===== src/rtl/pipe_ctrl_if.sv =====
// Hazard/redirect handshake between the pipeline stages and the pipeline controller.
// The controller binds to the master modport, and the pipeline datapath binds to the slave modport.
interface pipe_ctrl_if #(
  parameter int ADDR_W = 64
);
  logic              ex_jump_req_i;
  logic [ADDR_W-1:0] ex_jump_addr_i;
  logic              id_load_use_i;
  logic              ifu_busy_i;
  logic              lsu_busy_i;
  logic [2:0]        hold_flag_o;
  logic              if_id_flush_o;
  logic              id_ex_flush_o;
  logic              jump_flag_o;
  logic [ADDR_W-1:0] jump_addr_o;
  logic [31:0]       stall_cnt_o;
  logic              timeout_o;

  modport master (
    input  ex_jump_req_i, ex_jump_addr_i, id_load_use_i, ifu_busy_i, lsu_busy_i,
    output hold_flag_o, if_id_flush_o, id_ex_flush_o, jump_flag_o, jump_addr_o,
           stall_cnt_o, timeout_o
  );

  modport slave (
    output ex_jump_req_i, ex_jump_addr_i, id_load_use_i, ifu_busy_i, lsu_busy_i,
    input  hold_flag_o, if_id_flush_o, id_ex_flush_o, jump_flag_o, jump_addr_o,
           stall_cnt_o, timeout_o
  );
endinterface


===== src/rtl/pipe_ctrl.sv =====
// Pipeline hazard controller: zero-latency hold/flush/redirect decisions, redirect parking
// behind a busy fetch, stall-cycle statistics and a sticky LSU-wait timeout.
module pipe_ctrl #(
  parameter int ADDR_W  = 64,
  parameter int TIMEOUT = 1024
) (
  input  logic         clk,
  input  logic         rst_n,
  pipe_ctrl_if.master  bus
);
  typedef enum logic {RUN, PEND} state_t;

  localparam int                LSU_W    = $clog2(TIMEOUT + 1);
  localparam logic [LSU_W-1:0]  LSU_MAX  = LSU_W'(TIMEOUT);
  localparam logic [LSU_W-1:0]  LSU_LAST = LSU_W'(TIMEOUT - 1);

  state_t            state;
  logic [ADDR_W-1:0] pend_addr;
  logic [31:0]       stall_cnt;
  logic [LSU_W-1:0]  lsu_cnt;
  logic              timeout;

  logic [2:0]        hold;
  logic              if_id_flush;
  logic              id_ex_flush;
  logic              jump_flag;
  logic [ADDR_W-1:0] jump_addr;

  // Decisions are combinational; an active reset forces every control output low.
  always_comb begin
    hold        = 3'b000;
    if_id_flush = 1'b0;
    id_ex_flush = 1'b0;
    jump_flag   = 1'b0;
    jump_addr   = '0;
    if (!rst_n) begin
      if (bus.lsu_busy_i) begin
        hold = 3'b111;
      end else if (state == PEND) begin
        if_id_flush = 1'b1;
        id_ex_flush = 1'b1;
        if (bus.ifu_busy_i) begin
          hold = 3'b001;
        end else begin
          jump_flag = 1'b1;
          jump_addr = bus.ex_jump_req_i ? bus.ex_jump_addr_i : pend_addr;
        end
      end else if (bus.ex_jump_req_i) begin
        if_id_flush = 1'b1;
        id_ex_flush = 1'b1;
        if (bus.ifu_busy_i) begin
          hold = 3'b001;
        end else begin
          jump_flag = 1'b1;
          jump_addr = bus.ex_jump_addr_i;
        end
      end else if (bus.id_load_use_i) begin
        hold        = 3'b011;
        id_ex_flush = 1'b1;
      end else if (bus.ifu_busy_i) begin
        hold        = 3'b001;
        if_id_flush = 1'b1;
      end
    end
  end

  // A held LSU freezes the FSM, so a redirect that arrives during the hold is not consumed.
  always_ff @(posedge clk or posedge rst_n) begin
    if (rst_n) begin
      state     <= RUN;
      pend_addr <= '0;
    end else if (!bus.lsu_busy_i) begin
      case (state)
        RUN: begin
          if (bus.ex_jump_req_i && bus.ifu_busy_i) begin
            pend_addr <= bus.ex_jump_addr_i;
            state     <= PEND;
          end
        end
        PEND: begin
          if (bus.ifu_busy_i) begin
            if (bus.ex_jump_req_i) pend_addr <= bus.ex_jump_addr_i;
          end else begin
            pend_addr <= '0;
            state     <= RUN;
          end
        end
        default: state <= RUN;
      endcase
    end
  end

  always_ff @(posedge clk or posedge rst_n) begin
    if (rst_n) begin
      stall_cnt <= '0;
      lsu_cnt   <= '0;
      timeout   <= 1'b0;
    end else begin
      if ((hold != 3'b000) && (stall_cnt != 32'hFFFF_FFFF)) stall_cnt <= stall_cnt + 32'd1;
      if (bus.lsu_busy_i) begin
        if (lsu_cnt != LSU_MAX) lsu_cnt <= lsu_cnt + 1'b1;
        if (lsu_cnt >= LSU_LAST) timeout <= 1'b1;
      end else begin
        lsu_cnt <= '0;
      end
    end
  end

  assign bus.hold_flag_o   = hold;
  assign bus.if_id_flush_o = if_id_flush;
  assign bus.id_ex_flush_o = id_ex_flush;
  assign bus.jump_flag_o   = jump_flag;
  assign bus.jump_addr_o   = jump_addr;
  assign bus.stall_cnt_o   = stall_cnt;
  assign bus.timeout_o     = timeout;
endmodule


===== src/flat_wrapper.sv =====
// flat-port wrapper written by rule: the top's interface ports become plain ports
module pipe_ctrl_flat 
#(
  parameter int ADDR_W  = 64,
  parameter int TIMEOUT = 1024
)
  (clk, rst_n, bus_ex_jump_req_i, bus_ex_jump_addr_i, bus_id_load_use_i, bus_ifu_busy_i, bus_lsu_busy_i, bus_hold_flag_o, bus_if_id_flush_o, bus_id_ex_flush_o, bus_jump_flag_o, bus_jump_addr_o, bus_stall_cnt_o, bus_timeout_o);
  pipe_ctrl_if #(.ADDR_W(ADDR_W)) bus_i ();
  input  logic clk;
  input  logic rst_n;
  input wire logic [$bits(bus_i.ex_jump_req_i)-1:0] bus_ex_jump_req_i;
  input wire logic [$bits(bus_i.ex_jump_addr_i)-1:0] bus_ex_jump_addr_i;
  input wire logic [$bits(bus_i.id_load_use_i)-1:0] bus_id_load_use_i;
  input wire logic [$bits(bus_i.ifu_busy_i)-1:0] bus_ifu_busy_i;
  input wire logic [$bits(bus_i.lsu_busy_i)-1:0] bus_lsu_busy_i;
  output wire logic [$bits(bus_i.hold_flag_o)-1:0] bus_hold_flag_o;
  output wire logic [$bits(bus_i.if_id_flush_o)-1:0] bus_if_id_flush_o;
  output wire logic [$bits(bus_i.id_ex_flush_o)-1:0] bus_id_ex_flush_o;
  output wire logic [$bits(bus_i.jump_flag_o)-1:0] bus_jump_flag_o;
  output wire logic [$bits(bus_i.jump_addr_o)-1:0] bus_jump_addr_o;
  output wire logic [$bits(bus_i.stall_cnt_o)-1:0] bus_stall_cnt_o;
  output wire logic [$bits(bus_i.timeout_o)-1:0] bus_timeout_o;
  assign bus_i.ex_jump_req_i = bus_ex_jump_req_i;
  assign bus_i.ex_jump_addr_i = bus_ex_jump_addr_i;
  assign bus_i.id_load_use_i = bus_id_load_use_i;
  assign bus_i.ifu_busy_i = bus_ifu_busy_i;
  assign bus_i.lsu_busy_i = bus_lsu_busy_i;
  assign bus_hold_flag_o = bus_i.hold_flag_o;
  assign bus_if_id_flush_o = bus_i.if_id_flush_o;
  assign bus_id_ex_flush_o = bus_i.id_ex_flush_o;
  assign bus_jump_flag_o = bus_i.jump_flag_o;
  assign bus_jump_addr_o = bus_i.jump_addr_o;
  assign bus_stall_cnt_o = bus_i.stall_cnt_o;
  assign bus_timeout_o = bus_i.timeout_o;
  pipe_ctrl #(.ADDR_W(ADDR_W), .TIMEOUT(TIMEOUT)) u_core (.clk(clk), .rst_n(rst_n), .bus(bus_i));
endmodule

===== config.mk =====
export PLATFORM = sky130hd
export DESIGN_NAME = pipe_ctrl_flat
export DESIGN_NICKNAME = d
export VERILOG_FILES = /design/src/rtl/pipe_ctrl_if.sv /design/src/rtl/pipe_ctrl.sv /design/src/flat_wrapper.sv
export SDC_FILE = /design/constraint.sdc
export NUM_CORES = 1
export LEC_CHECK = 0
export BUFFER_PORTS_ARGS = -buffer_cell sky130_fd_sc_hd__buf_4
export CAP_MARGIN = 40
export CORE_MARGIN = 10
export CORE_UTILIZATION = 26
export CTS_CLUSTER_SIZE = 40
export DETAILED_ROUTE_END_ITERATION = 8
export PLACE_DENSITY = 0.57
export SYNTH_ARGS = -nofsm -noshare
export SYNTH_HDL_FRONTEND = slang
export SYNTH_SLANG_ARGS = --single-unit
export TNS_END_PERCENT = 10

===== constraint.sdc =====
create_clock -name clk -period 3.8 [get_ports clk]
set_clock_uncertainty 0.2 [all_clocks]
set_input_delay 0.19 -clock clk [delete_from_list [all_inputs] [get_ports clk]]
set_output_delay 0.19 -clock clk [all_outputs]
set_load 0.01 [all_outputs]

## Yosys cells after proc, flatten, opt, wreduce, memory -nomap -nowiden

Index checks and enable logic that the tools add are counted.

- Bits in writable memories: 0
- Register bits: 109
- ROM bits: 0
- Latch bits: 0
- Output and inout bits: 103
- Memories kept: 0

- Shift operators: 0
- Reductions and logical operators: 5
- Equality and inequality tests: 4
- Muxes and demuxes: 36
- $mul: 0
- Bitwise gates (word level): 2
- Div/mod/pow operators: 0
- Add/sub/neg operators: 2
- $lt $le $gt $ge: 1

Operators by type and width:

| kind | count |
|---|---|
| 64-bit 2-to-1 mux | 9 |
| 64-bit one-hot mux with 2 select lines | 1 |
| 32-bit by 1-bit adder with 32-bit output (second input constant) | 1 |
| 32-bit != test (second input constant) | 1 |
| 11-bit 2-to-1 mux | 2 |
| 1-bit 2-to-1 mux | 18 |
| 3-bit 2-to-1 mux | 5 |
| 11-bit by 1-bit adder with 11-bit output (second input constant) | 1 |
| 11-bit by 10-bit >= comparator with 1-bit output (second input constant) | 1 |
| 11-bit != test (second input constant) | 1 |
| 2-bit by 1-bit != test with 1-bit output (second input constant) | 2 |
| 2-bit AND reduction | 2 |
| 3-bit nonzero test | 1 |
| 1-bit logical AND | 2 |
| 1-bit NOT | 2 |
| 1-bit one-hot mux with 2 select lines | 1 |

## Longest topological paths before layout

- Word-level depth: 8
- Gate-level depth with buffers: 7
- Mapped depth without buffers: 6

## Worst setup path after synthesis

No wires, ideal clock.

- Kind: reg-to-reg
- Start: register u_core.stall_cnt[8], in the netlist u_core.bus.stall_cnt_o[8]
- End: register u_core.stall_cnt[1], in the netlist u_core.bus.stall_cnt_o[1]
- Data arrival time: 2.022 ns
- Setup slack: 1.453 ns
- Library setup time: 0.125 ns
- Cell stages (with the launch flop): 7
- Period minus slack after synthesis: 2.347 ns
- Cells stage by stage: dfrtp_1 -> and4_1 -> clkbuf_1 -> nand4_1 -> nor4_2 -> nand2b_1 -> mux2_2

- Longest elaborated chain between the ends: 2

RTL lines:

| what | line | RTL |
|---|---|---|
| from (decl) | pipe_ctrl.sv:19 | `logic [31:0] stall_cnt;` |
| from (signal assigned) | pipe_ctrl.sv:99 | `if ((hold != 3'b000) && (stall_cnt != 32'hFFFF_FFFF)) stall_cnt <= stall_cnt + 32'd1;` |
| 32-bit != test | pipe_ctrl.sv:99 |  |
| 1-bit logical AND | pipe_ctrl.sv:99 |  |

Every way passes these cells.
A chain may end at the register's enable or synchronous reset.

## Worst setup path in the final report

- Start: input port rst_n
- End: output port bus_jump_addr_o[59]

- Longest elaborated chain between the ends: 1

RTL lines:

| what | line | RTL |
|---|---|---|
| from (decl) | flat_wrapper.sv:10 | `input logic rst_n;` |
| 64-bit 2-to-1 mux | pipe_ctrl.sv:36 | `if (!rst_n) begin` |
| to (decl) | flat_wrapper.sv:20 | `output wire logic [$bits(bus_i.jump_addr_o)-1:0] bus_jump_addr_o;` |

Every way passes these cells.

==> results.py <==
metrics = {
    "setup_path": {
        "cp.depth": 6,
        "path_common_cell": "buf_4",
        "critical_path.top_delay_family": "buffers and inverters",
        "crit_path_start_kind": "input port",
        "regToRegStartpoint": "u_core.state",
        "cp_class": "input port to output pin",
        "startpoint": "rst_n",
        "cp_cell_sequence": "dlygate4sd3_1, buf_4, or3_2, buf_4, a21oi_1, buf_4",
        "worstRegToRegCells": 5,
        "timing.critical_path.fanout_max": 33,
        "worst-endpoint-arrival_ns": 2.42,
        "setup.reg_to_reg.worst_slack_ns": 1.19,
        "critPathRequiredTime_ns": 3.41,
        "reg2reg_to": "u_core.bus.stall_cnt_o[27]",
        "cp_num_buf_inv": 4,
        "delay_contributed_by_the_slowest_stage_of_the_critical_path_ns": 0.80,
        "cp-end-kind": "output pin",
        "cpMaxStageDelayCell": "or3_2",
        "worst_setup_path_end": "bus_jump_addr_o[59]",
    },
    "timing": {
        "min_clock_period_post_route_ns": 2.81,
        "max-slew-margin-rel_pct": 44.8,
        "setup_viol": 0,
        "hold_viol": 0,
        "layout_worst_path_cycle_share_pct": 74.0,
        "finalSetupTns_ns": 0,
        "final_critical_path_setup_slack_ns": 0.987,
        "unrepaired_setup_endpoints_after_global_routing": "false",
        "transition_time_of_the_tightest_slew_check_pin_ns": 0.827,
        "max_fclk_mhz": 356,
        "count_of_pins_over_their_slew_limit": 0,
    },
    "yosys": {
        "yosys.area_share.xor_xnor_pct": 5.02,
        "netlist_instances": 727,
        "muxShareOfSynthArea_pct": 0.554,
        "yosysWarnings": 0,
        "ys_seq_area_share_pct": 44.7,
        "dominantRegCellSynth": "dfrtp_1",
        "synthDistinctLibCells": 41,
        "synth_edf_count": 0,
        "mappedNetlistNets": 800,
        "netlist_area_um2": 6100,
        "synthSimpleGateAreaFrac_pct": 17.9,
        "synth_top_family_by_area": "compound AO/OA/AOI/OAI gates",
        "synthesis.area_per_instance_um2": 8.40,
        "post_synthesis_async_set_or_reset_flop_share_pct": 100,
        "synth_adder_area_share_pct": 0.615,
        "synth_compound_area_share_pct": 23.4,
        "ys_seq_elements": 109,
    },
    "clock_tree": {
        "cts_sinks": 109,
        "cts.htree.levels": 3,
        "cts_buffers": 9,
        "cts.reportedPaths.clkPinSlew_ns": 0.08,
        "clk-insertion-delay-late_ns": 0.35,
        "clockBufferDepth": 2,
        "post-cts-setup-buffer-count": 0,
        "clockRootBuffer": "clkbuf_16",
        "ctsResizeCount": 0,
        "tritoncts": "done",
    },
    "power": {
        "leakage_power_of_the_design_nw": 3.67,
        "power.density_nw_per_um2": 404,
        "vdd.ir_drop.worst_uv": 165,
        "post-layout-total-power_mw": 3.23,
    },
    "floorplan": {
        "dieArea_um2": 30000,
        "dieHeight_um": 173,
        "die_w_um": 173,
        "num_io_pins": 173,
        "floorplan_row_count": 56,
        "initial_utilization_pct": 26.2,
        "design.core.area_um2": 23300,
    },
    "routing": {
        "route.antenna.remaining_nets": 0,
        "dr_total_vias": 5703,
        "final_routed_wirelength_mm": 19.0,
        "drt_pre_antenna_iters": 4,
        "wire_per_inst_um": 16.0,
        "detail_route.iter0.violations": 284,
        "detail_route.drc_violations": 0,
        "mean_number_of_vias_per_cell": 4.79,
    },
    "finish": {
        "signed_area_change_from_the_synthesized_netlist_to_the_final_layout_pct": 31.1,
        "layout.cells.most_common": "buf_4",
        "layout.nets": 939,
        "fillers": 2496,
        "layout_common_cells": "buf_4, nand2_1, dfrtp_1",
        "post_route_cells_drive_above_1_share_pct": 24.3,
    },
    "worst_hold_path": {
        "worstHoldPathCells": 4,
        "timing.hold.worst.class": "input port to flop",
    },
    "place": {
        "hpwl_mm": 12.7,
        "pre_cts_ws_ns": 1.01,
        "placement.io_buffers": 172,
        "finalWeightedCongestion": 0.811,
    },
    "flow_run": {
        "cap_viol_max_count": 0,
    },
    "global_routing": {
        "antenna_found_initial": 0,
        "grt_max_degree": 69,
        "grt_pass1_vias": 5788,
        "grt.total_usage_pct": 12.4,
        "grt_overflow_total": 0,
        "grt_first_pass_wirelength_mm": 30.8,
    },
    "status": {
        "result_of_the_run": "finished clean",
    },
}
## worst min-delay path by stage
stage	from	end	slack [ns]
6_report	bus_ex_jump_addr_i[19]	u_core.pend_addr[19]	0.06
5_1_grt	bus_ex_jump_addr_i[4]	u_core.pend_addr[4]	0.07
4_1_cts	bus_ex_jump_addr_i[21]	u_core.pend_addr[21]	0.04
3_5_place_dp	rst_n	u_core.lsu_cnt[4]	0.26
3_3_place_gp	rst_n	u_core.lsu_cnt[5]	0.26
2_1_floorplan	bus_ifu_busy_i	u_core.state	0.20
## cells in the mapped netlist, types with 8 or more instances
| cell | count | area (um^2) |
|---|---|---|
| nor3_1 | 8 | 40.0 |
| o22ai_1 | 64 | 400 |
| nand2_1 | 147 | 552 |
| inv_1 | 69 | 259 |
| clkbuf_1 | 49 | 184 |
| nand4_1 | 12 | 75.1 |
| xor2_1 | 21 | 184 |
| nand3_1 | 13 | 65.1 |
| dfrtp_1 | 109 | 2730 |
| nor2_1 | 26 | 97.6 |
| xnor2_1 | 14 | 123 |
| a21oi_1 | 75 | 375 |
| a22o_1 | 64 | 561 |
## metrics by stage
stage / utilization, % / cells / hold WS [ns] / cell area, um^2
final: 34.4 / 1191 / 0.0554 / 8000
after global routing: 34.4 / 1190 / 0.0714 / 8000
after CTS: 34.4 / 1190 / 0.0410 / 8000
after detailed placement: 33.0 / 1173 / 0.261 / 7680
after global placement: 33.0 / 1173 / 0.262 / 7680
after floorplan: - / 727 / 0.199 / 6100
## final cells by class
class / instances / area, um^2 / area share, %
Multi-Input combinational cell: 494 / 2920 / 36.5
Sequential cell: 109 / 2730 / 34.1
Timing Repair Buffer: 183 / 1380 / 17.2
Tap cell: 319 / 399 / 4.99
Inverter: 69 / 262 / 3.27
Clock buffer: 12 / 256 / 3.21
Clock inverter: 4 / 56.3 / 0.704
Antenna cell: 1 / 2.50 / 0.0313
## metal layers
| layer | GRT usage (%) | up-vias | wire (um) |
|---|---|---|---|
| met5 | 0 | - | 0 |
| met4 | 3.77 | 0 | 223 |
| met3 | 3.66 | 14 | 1280 |
| met2 | 18.7 | 152 | 8120 |
| met1 | 16.6 | 2740 | 9390 |
| li1 | - | 2797 | - |
## sequential cells by signal (all words and copies together), names as in the netlist
signal and count:
u_core.bus.stall_cnt_o 32, u_core.bus.timeout_o 1, u_core.lsu_cnt 11, u_core.pend_addr 64
u_core.state 1
## tightest hold or removal path, delay by kind of cell
kind	cells	cell delay (ns)
buffers and inverters	1	0.08
AOI/OAI and AO/OA	2	0.26
and+or+nand+nor	1	0.05
## where the power goes
group / leakage (nW) / internal (mW) / switching, mW / total (mW)
registers: 1.41 / 1.34 / 0.172 / 1.51
logic: 2.11 / 0.353 / 0.370 / 0.723
clock network: 0.153 / 0.552 / 0.448 / 1.00
## timing repair
action                                  in CTS  in global routing
hold endpoints to repair                    58                  0
endpoints found under the setup margin       0                  0
hold buffers                                 1                  0
## cells by family (layout without fill, tap and decap cells)
family | count (synthesis) | in the layout
compound gates | 214 | 214
xor+xnor | 35 | 35
fa+ha+maj | 3 | 3
buf+inv | 124 | 268
flops | 109 | 109
mux | 3 | 3
other cells | 0 | 1
simple gates | 239 | 239
(Power assumes the default switching activity.)
